--- src/rtl/piece_pkg.sv ---
// Shared types for the piecewise scan read/write address generators.
// The state enum, the frame configuration bundle and the default address width.
package piece_pkg;

  localparam int PIECE_ADDR_W = 16;

  typedef enum logic [1:0] {IDLE, RUN, DRAIN, DONE} piece_state_t;

  typedef struct packed {
    logic [PIECE_ADDR_W-1:0] x_max;
    logic [PIECE_ADDR_W-1:0] y_max;
    logic [PIECE_ADDR_W-1:0] i0_piece;
    logic [PIECE_ADDR_W-1:0] i1_piece;
    logic [PIECE_ADDR_W-1:0] x_stride_0;
    logic [PIECE_ADDR_W-1:0] x_stride_1;
    logic [PIECE_ADDR_W-1:0] y_stride_0;
    logic [PIECE_ADDR_W-1:0] y_stride_1;
    logic [PIECE_ADDR_W-1:0] offset_0;
    logic [PIECE_ADDR_W-1:0] offset_1;
    logic [PIECE_ADDR_W-1:0] offset_2;
    logic [PIECE_ADDR_W-1:0] offset_3;
  } piece_cfg_t;

endpackage

--- src/rtl/piece_addr_calc.sv ---
// Four-quadrant affine address: x*xs + y*ys + off, wrapping at the address width.
// Shared by the read-side generator and the write port so both agree on layout.
module piece_addr_calc
  import piece_pkg::*;
(
  input  logic [PIECE_ADDR_W-1:0] x,
  input  logic [PIECE_ADDR_W-1:0] y,
  input  piece_cfg_t              cfg,
  output logic [PIECE_ADDR_W-1:0] addr
);

  logic                    x_hi;
  logic                    y_hi;
  logic [PIECE_ADDR_W-1:0] xs;
  logic [PIECE_ADDR_W-1:0] ys;
  logic [PIECE_ADDR_W-1:0] off;

  always_comb begin
    x_hi = (x >= cfg.i0_piece);
    y_hi = (y >= cfg.i1_piece);
    xs   = x_hi ? cfg.x_stride_1 : cfg.x_stride_0;
    ys   = y_hi ? cfg.y_stride_1 : cfg.y_stride_0;
    off  = cfg.offset_0;
    // Quadrant index puts the x split in the high bit.
    case ({x_hi, y_hi})
      2'b00:   off = cfg.offset_0;
      2'b01:   off = cfg.offset_1;
      2'b10:   off = cfg.offset_2;
      default: off = cfg.offset_3;
    endcase
    addr = x * xs + y * ys + off;
  end

endmodule

--- src/rtl/piece_write_port.sv ---
// Pixel stream to memory write requests in the piecewise scan layout.
// One output register stage; in_ready follows the skid-free ready rule.
module piece_write_port
  import piece_pkg::*;
#(
  parameter int DATA_W = 16,
  parameter int ADDR_W = PIECE_ADDR_W
) (
  input  logic              clk,
  input  logic              rst,
  input  logic              start,
  input  logic [ADDR_W-1:0] x_max,
  input  logic [ADDR_W-1:0] y_max,
  input  logic [ADDR_W-1:0] i0_piece,
  input  logic [ADDR_W-1:0] i1_piece,
  input  logic [ADDR_W-1:0] x_stride_0,
  input  logic [ADDR_W-1:0] x_stride_1,
  input  logic [ADDR_W-1:0] y_stride_0,
  input  logic [ADDR_W-1:0] y_stride_1,
  input  logic [ADDR_W-1:0] offset_0,
  input  logic [ADDR_W-1:0] offset_1,
  input  logic [ADDR_W-1:0] offset_2,
  input  logic [ADDR_W-1:0] offset_3,
  input  logic              in_valid,
  output logic              in_ready,
  input  logic [DATA_W-1:0] in_data,
  output logic              wr_valid,
  input  logic              wr_ready,
  output logic [ADDR_W-1:0] wr_addr,
  output logic [DATA_W-1:0] wr_data,
  output logic              busy,
  output logic              frame_done
);

  piece_state_t      state_q, state_d;
  piece_cfg_t        cfg_in, cfg_q;
  logic [ADDR_W-1:0] x_q, y_q;
  logic [ADDR_W-1:0] addr_p0;
  logic              vld_p1;
  logic [ADDR_W-1:0] addr_p1;
  logic [DATA_W-1:0] data_p1;
  logic              accept, issue, x_last, y_last;

  assign cfg_in = '{x_max: x_max, y_max: y_max, i0_piece: i0_piece,
                    i1_piece: i1_piece, x_stride_0: x_stride_0,
                    x_stride_1: x_stride_1, y_stride_0: y_stride_0,
                    y_stride_1: y_stride_1, offset_0: offset_0,
                    offset_1: offset_1, offset_2: offset_2, offset_3: offset_3};

  assign in_ready   = (state_q == RUN) && (!vld_p1 || wr_ready);
  assign accept     = in_valid && in_ready;
  assign issue      = vld_p1 && wr_ready;
  assign x_last     = (x_q == cfg_q.x_max - ADDR_W'(1));
  assign y_last     = (y_q == cfg_q.y_max - ADDR_W'(1));
  assign busy       = (state_q == RUN) || (state_q == DRAIN);
  assign frame_done = (state_q == DONE);

  piece_addr_calc u_addr (
    .x    (x_q),
    .y    (y_q),
    .cfg  (cfg_q),
    .addr (addr_p0)
  );

  always_ff @(posedge clk or posedge rst) begin
    if (rst) state_q <= IDLE;
    else     state_q <= state_d;
  end

  always_comb begin
    state_d = state_q;
    case (state_q)
      IDLE: if (start) state_d = (x_max == '0 || y_max == '0) ? DONE : RUN;
      RUN:   if (accept && x_last && y_last) state_d = DRAIN;
      DRAIN: if (issue) state_d = DONE;
      default: state_d = IDLE;
    endcase
  end

  // Stage p0 -> p1: address/data captured into the write request register.
  always_ff @(posedge clk or posedge rst) begin
    if (rst) begin
      cfg_q   <= '0;
      x_q     <= '0;
      y_q     <= '0;
      vld_p1  <= 1'b0;
      addr_p1 <= '0;
      data_p1 <= '0;
    end else begin
      if (state_q == IDLE && start) begin
        cfg_q <= cfg_in;
        x_q   <= '0;
        y_q   <= '0;
      end
      if (accept) begin
        vld_p1  <= 1'b1;
        addr_p1 <= addr_p0;
        data_p1 <= in_data;
        if (x_last) begin
          x_q <= '0;
          y_q <= y_q + ADDR_W'(1);
        end else begin
          x_q <= x_q + ADDR_W'(1);
        end
      end else if (issue) begin
        vld_p1 <= 1'b0;
      end
    end
  end

  assign wr_valid = vld_p1;
  assign wr_addr  = addr_p1;
  assign wr_data  = data_p1;

endmodule

--- config.mk ---
export PLATFORM = sky130hd
export DESIGN_NAME = piece_write_port
export DESIGN_NICKNAME = d
export VERILOG_FILES = /design/src/rtl/piece_pkg.sv /design/src/rtl/piece_addr_calc.sv /design/src/rtl/piece_write_port.sv
export SDC_FILE = /design/constraint.sdc
export NUM_CORES = 1
export LEC_CHECK = 0
export BUFFER_PORTS_ARGS = -buffer_cell sky130_fd_sc_hd__buf_2
export CAP_MARGIN = 20
export CORE_UTILIZATION = 56
export DETAILED_ROUTE_END_ITERATION = 16
export GPL_TIMING_DRIVEN = 0
export HOLD_SLACK_MARGIN = 0.1
export PLACE_DENSITY = 0.75
export SYNTH_ARGS = -nofsm -noshare
export SYNTH_HDL_FRONTEND = slang
export SYNTH_SLANG_ARGS = --single-unit
--- constraint.sdc ---
create_clock -name clk -period 16.05 [get_ports clk]
set_clock_uncertainty 0.05 [all_clocks]
set_input_delay 0 -clock clk [delete_from_list [all_inputs] [get_ports clk]]
set_output_delay 0 -clock clk [all_outputs]
set_load 0.03 [all_outputs]
==> results.md <==
* Top_reg_cell synth: dfrtp_1
* RSZ-0062 raised after global routing: false
* Max VDD drop at 0.0741 mV
* Via count at between 15000 and 20000
* Starting Density at 0.568
* Combinational cell fraction of total power at 0.174
* H-tree depth at 1
* Critical Path Fanout Max at 10
* Worst R2R Setup Slack at 4.71 ns
* Switching share of power at 0.288
* Vias in the first global route at around 21000
* Crit. End Element: flop
* Post-DR vias/cell at about 5.5
* Worst reg2reg path endpoint: wr_addr[15]
* Die X at slightly below 200 um
* Pre-Repair DR Iteration Count at 8
* Worst Hold Launch: x_stride_1[6]
* Count leader, synth: nand2_1
* Inserted Clock Buffers at 29
* Crit Path Category: reg2reg
* Post-Syn Instances at around 2500
* Post-layout min period at around 11 ns
* I/O pin count at 249
* First-pass GRT wire length at ~110000 um
* Ys Warns at 0
* Final TNS setup at 0 ns
* Worst-path clk slew at around 0.070 ns
* GRT Total Usage at 0.380
* Post-synthesis cell area at approximately 0.021 mm^2
* Initial DRC Count at roughly 1600
* Register share of total power at 0.413
* CTS tree: done
* Crit path arrival time at between 10 and 15 ns
* # DRC at 0
* Met3 wire len at 6070 um
* Outcome: finished clean
* Slowest-stage cell, CP: buf_1
* Slew headroom at 0.282
* FFs w/ async S/R, synth at 1.00
* Hold depth at 4
* Largest stage delay, worst path at slightly below 0.8 ns
* WL met1 at roughly 28000 um
* Non-Filler Instances at 3600
* Area leader, netlist: dfrtp_1
* Clock buffer depth at 3
* Worst reg2reg startpoint: y_q[0]
* EDFF count, synth at 0
* Clock latency on the worst-skew pair at about 0.60 ns
* Yosys reg bits at between 200 and 300
* Register area share after synthesis at 0.303
* Hpwl dp at a little under 50000 um
* FP Rows at between 70 and 80
* Hold Path End: cfg_q[102]
* Fin crit share at 0.707
* Final Max Slew Viols at 0
* Final Hold Vio Count at 0
* Clock power share at 0.414
* Worst setup margin at 4.71 ns
* P_leak at around 14 nW
* GPL Wtd Cong at approximately 0.96
* DRT Wirelength at roughly 70000 um
* Setup violators final at 0
* Root Buffer: clkbuf_16
* Worst setup SP type: flop
* NetSw at about 0.00048 W
* CP top delay family: adder cells
* HP Class: in2reg
* DR top layer: met5
* Post-synth top cells: 750 x nand2_1, 294 x inv_1, 259 x dfrtp_1
* Post-Place Setup Slack at roughly 4.9 ns
* Post-CTS setup buffer count at 0
* Syn nets at around 3000
* Initial antenna violation count at 11
* Core box area at 0.0377 mm^2
* GR Overflow Total at 0
* F_max at 88.2 MHz
* Met2 routed WL at approximately 34000 um
* Largest net degree at the start of global routing at 133
* DP Cell Count at 3234
* Critical Path RT at 16.51 ns
* Synth area leaders: dfrtp_1 30%, fa_1 19%, nand2_1 13%
* Antenna viol nets, final at 0
* Slew @ Worst Pin at 1.07 ns
* WP buf/inv at 13
* Layout Nets at ~3600
* Synth top area share at 0.303
* R2R depth at 37
* Distinct cells, synth at 60
* Ratio of cells with drive above 1 in the final layout at 0.115
* Int Pwr at around 0.0012 W
* Post-DR wirelength/cell at around 20 um
* PortBufs at 248
* Synthesized area per cell at around 8.7 um^2
* Area Growth Syn to Fin at 27.9%
* Vert. Die Dim at 197 um
* WP depth at 37
* Fillers at approximately 2700
* Die Area at between 0.03 and 0.04 mm^2
* PD cells at 60.5 mW/mm^2
* Clock sinks at 259
* Max-Cap Viols at 0
## power by group through the flow
stage	combinational [W]	sequential, W	clock, W
6_report	0.000287	0.000683	0.000684
3_3_place_gp	0.000211	0.000693	0
3_5_place_dp	0.000219	0.000694	0
4_1_cts	0.000276	0.000682	0.000683
2_1_floorplan	0.000107	0.000701	0
5_1_grt	0.000306	0.000684	0.000711
## worst register-to-register path, delay by kind of cell (launching register included)
kind | cells | cell delay, ns
AOI/OAI and AO/OA | 10 | 2.32
xor gates and xnor gates | 1 | 0.54
adders and majority gates | 10 | 4.56
buffers and inverters | 13 | 2.93
DFF | 1 | 0.46
and+or+nand+nor | 3 | 0.41
## per-layer routing
metal / track usage / vias up
met2: 0.624 / 995
met5: 0 / -
met3: 0.0746 / 257
li1: - / 8873
met4: 0.200 / 2
met1: 0.475 / 9839
## cell families after synthesis
kind of cell	after synthesis	synth area share
and+or+nand+nor	1063	0.213
adders and majority gates	330	0.262
xor gates and xnor gates	109	0.0472
buffers and inverters	412	0.0736
DFF	259	0.303
AOI/OAI and AO/OA	222	0.0609
muxes	78	0.0396
## how the worst max path moves through the flow
stage / slack [ns] / from / end
floorplan: 7.14 / y_q[0] / wr_addr[15]
global placement: 5.01 / y_q[0] / wr_addr[15]
detailed placement: 4.94 / y_q[0] / wr_addr[15]
CTS: 4.94 / y_q[0] / wr_addr[15]
global route: 4.36 / y_q[0] / wr_addr[15]
finish: 4.71 / y_q[0] / wr_addr[15]
## registers in the layout, summed over array words and instances, names as in the netlist
| signal | flops |
|---|---|
| state_q | 2 |
| cfg_q | 192 |
| wr_addr | 16 |
| wr_valid | 1 |
| x_q | 16 |
| wr_data | 16 |
| y_q | 16 |
## cells in the final DEF (no fill, tap or decap), types with 38 or more instances in the layout
cell and n:
nor2_1 80, buf_2 255, dfrtp_1 259, nand2_1 750
o21ai_0 114, clkbuf_1 101, inv_1 293, mux2_2 38
dlygate4sd3_1 303, fa_1 198, ha_1 132, xnor2_1 75
and2_1 87
## cell type report
cell class / count / area [um^2] / share of cell area
antenna: 12 / 30.0 / 0.00110
sequential: 259 / 6480 / 0.237
timing repair buffer: 554 / 4340 / 0.159
tap: 511 / 639 / 0.0234
multi-input combinational: 1802 / 13300 / 0.488
clock buffer: 41 / 831 / 0.0304
clock inverter: 9 / 120 / 0.00439
buffer: 116 / 464 / 0.0170
inverter: 296 / 1120 / 0.0409
## through the flow
stage                     utilization  power, W  instance area [um^2]  hold WS (ns)
after floorplan                     -  0.000808                 21400        0.0554
after global placement          0.618  0.000904                 23300         0.139
after detailed placement        0.620  0.000913                 23300       -0.0952
after CTS                       0.725   0.00164                 27300         0.100
after global routing            0.726   0.00170                 27400         0.121
final                           0.726   0.00165                 27400        0.0991
## timing repair
item,CTS,global route
gates resized for setup,0,0
hold endpoints to repair,340,0
hold buffers,303,0
Power figures use the tool's default switching activity.
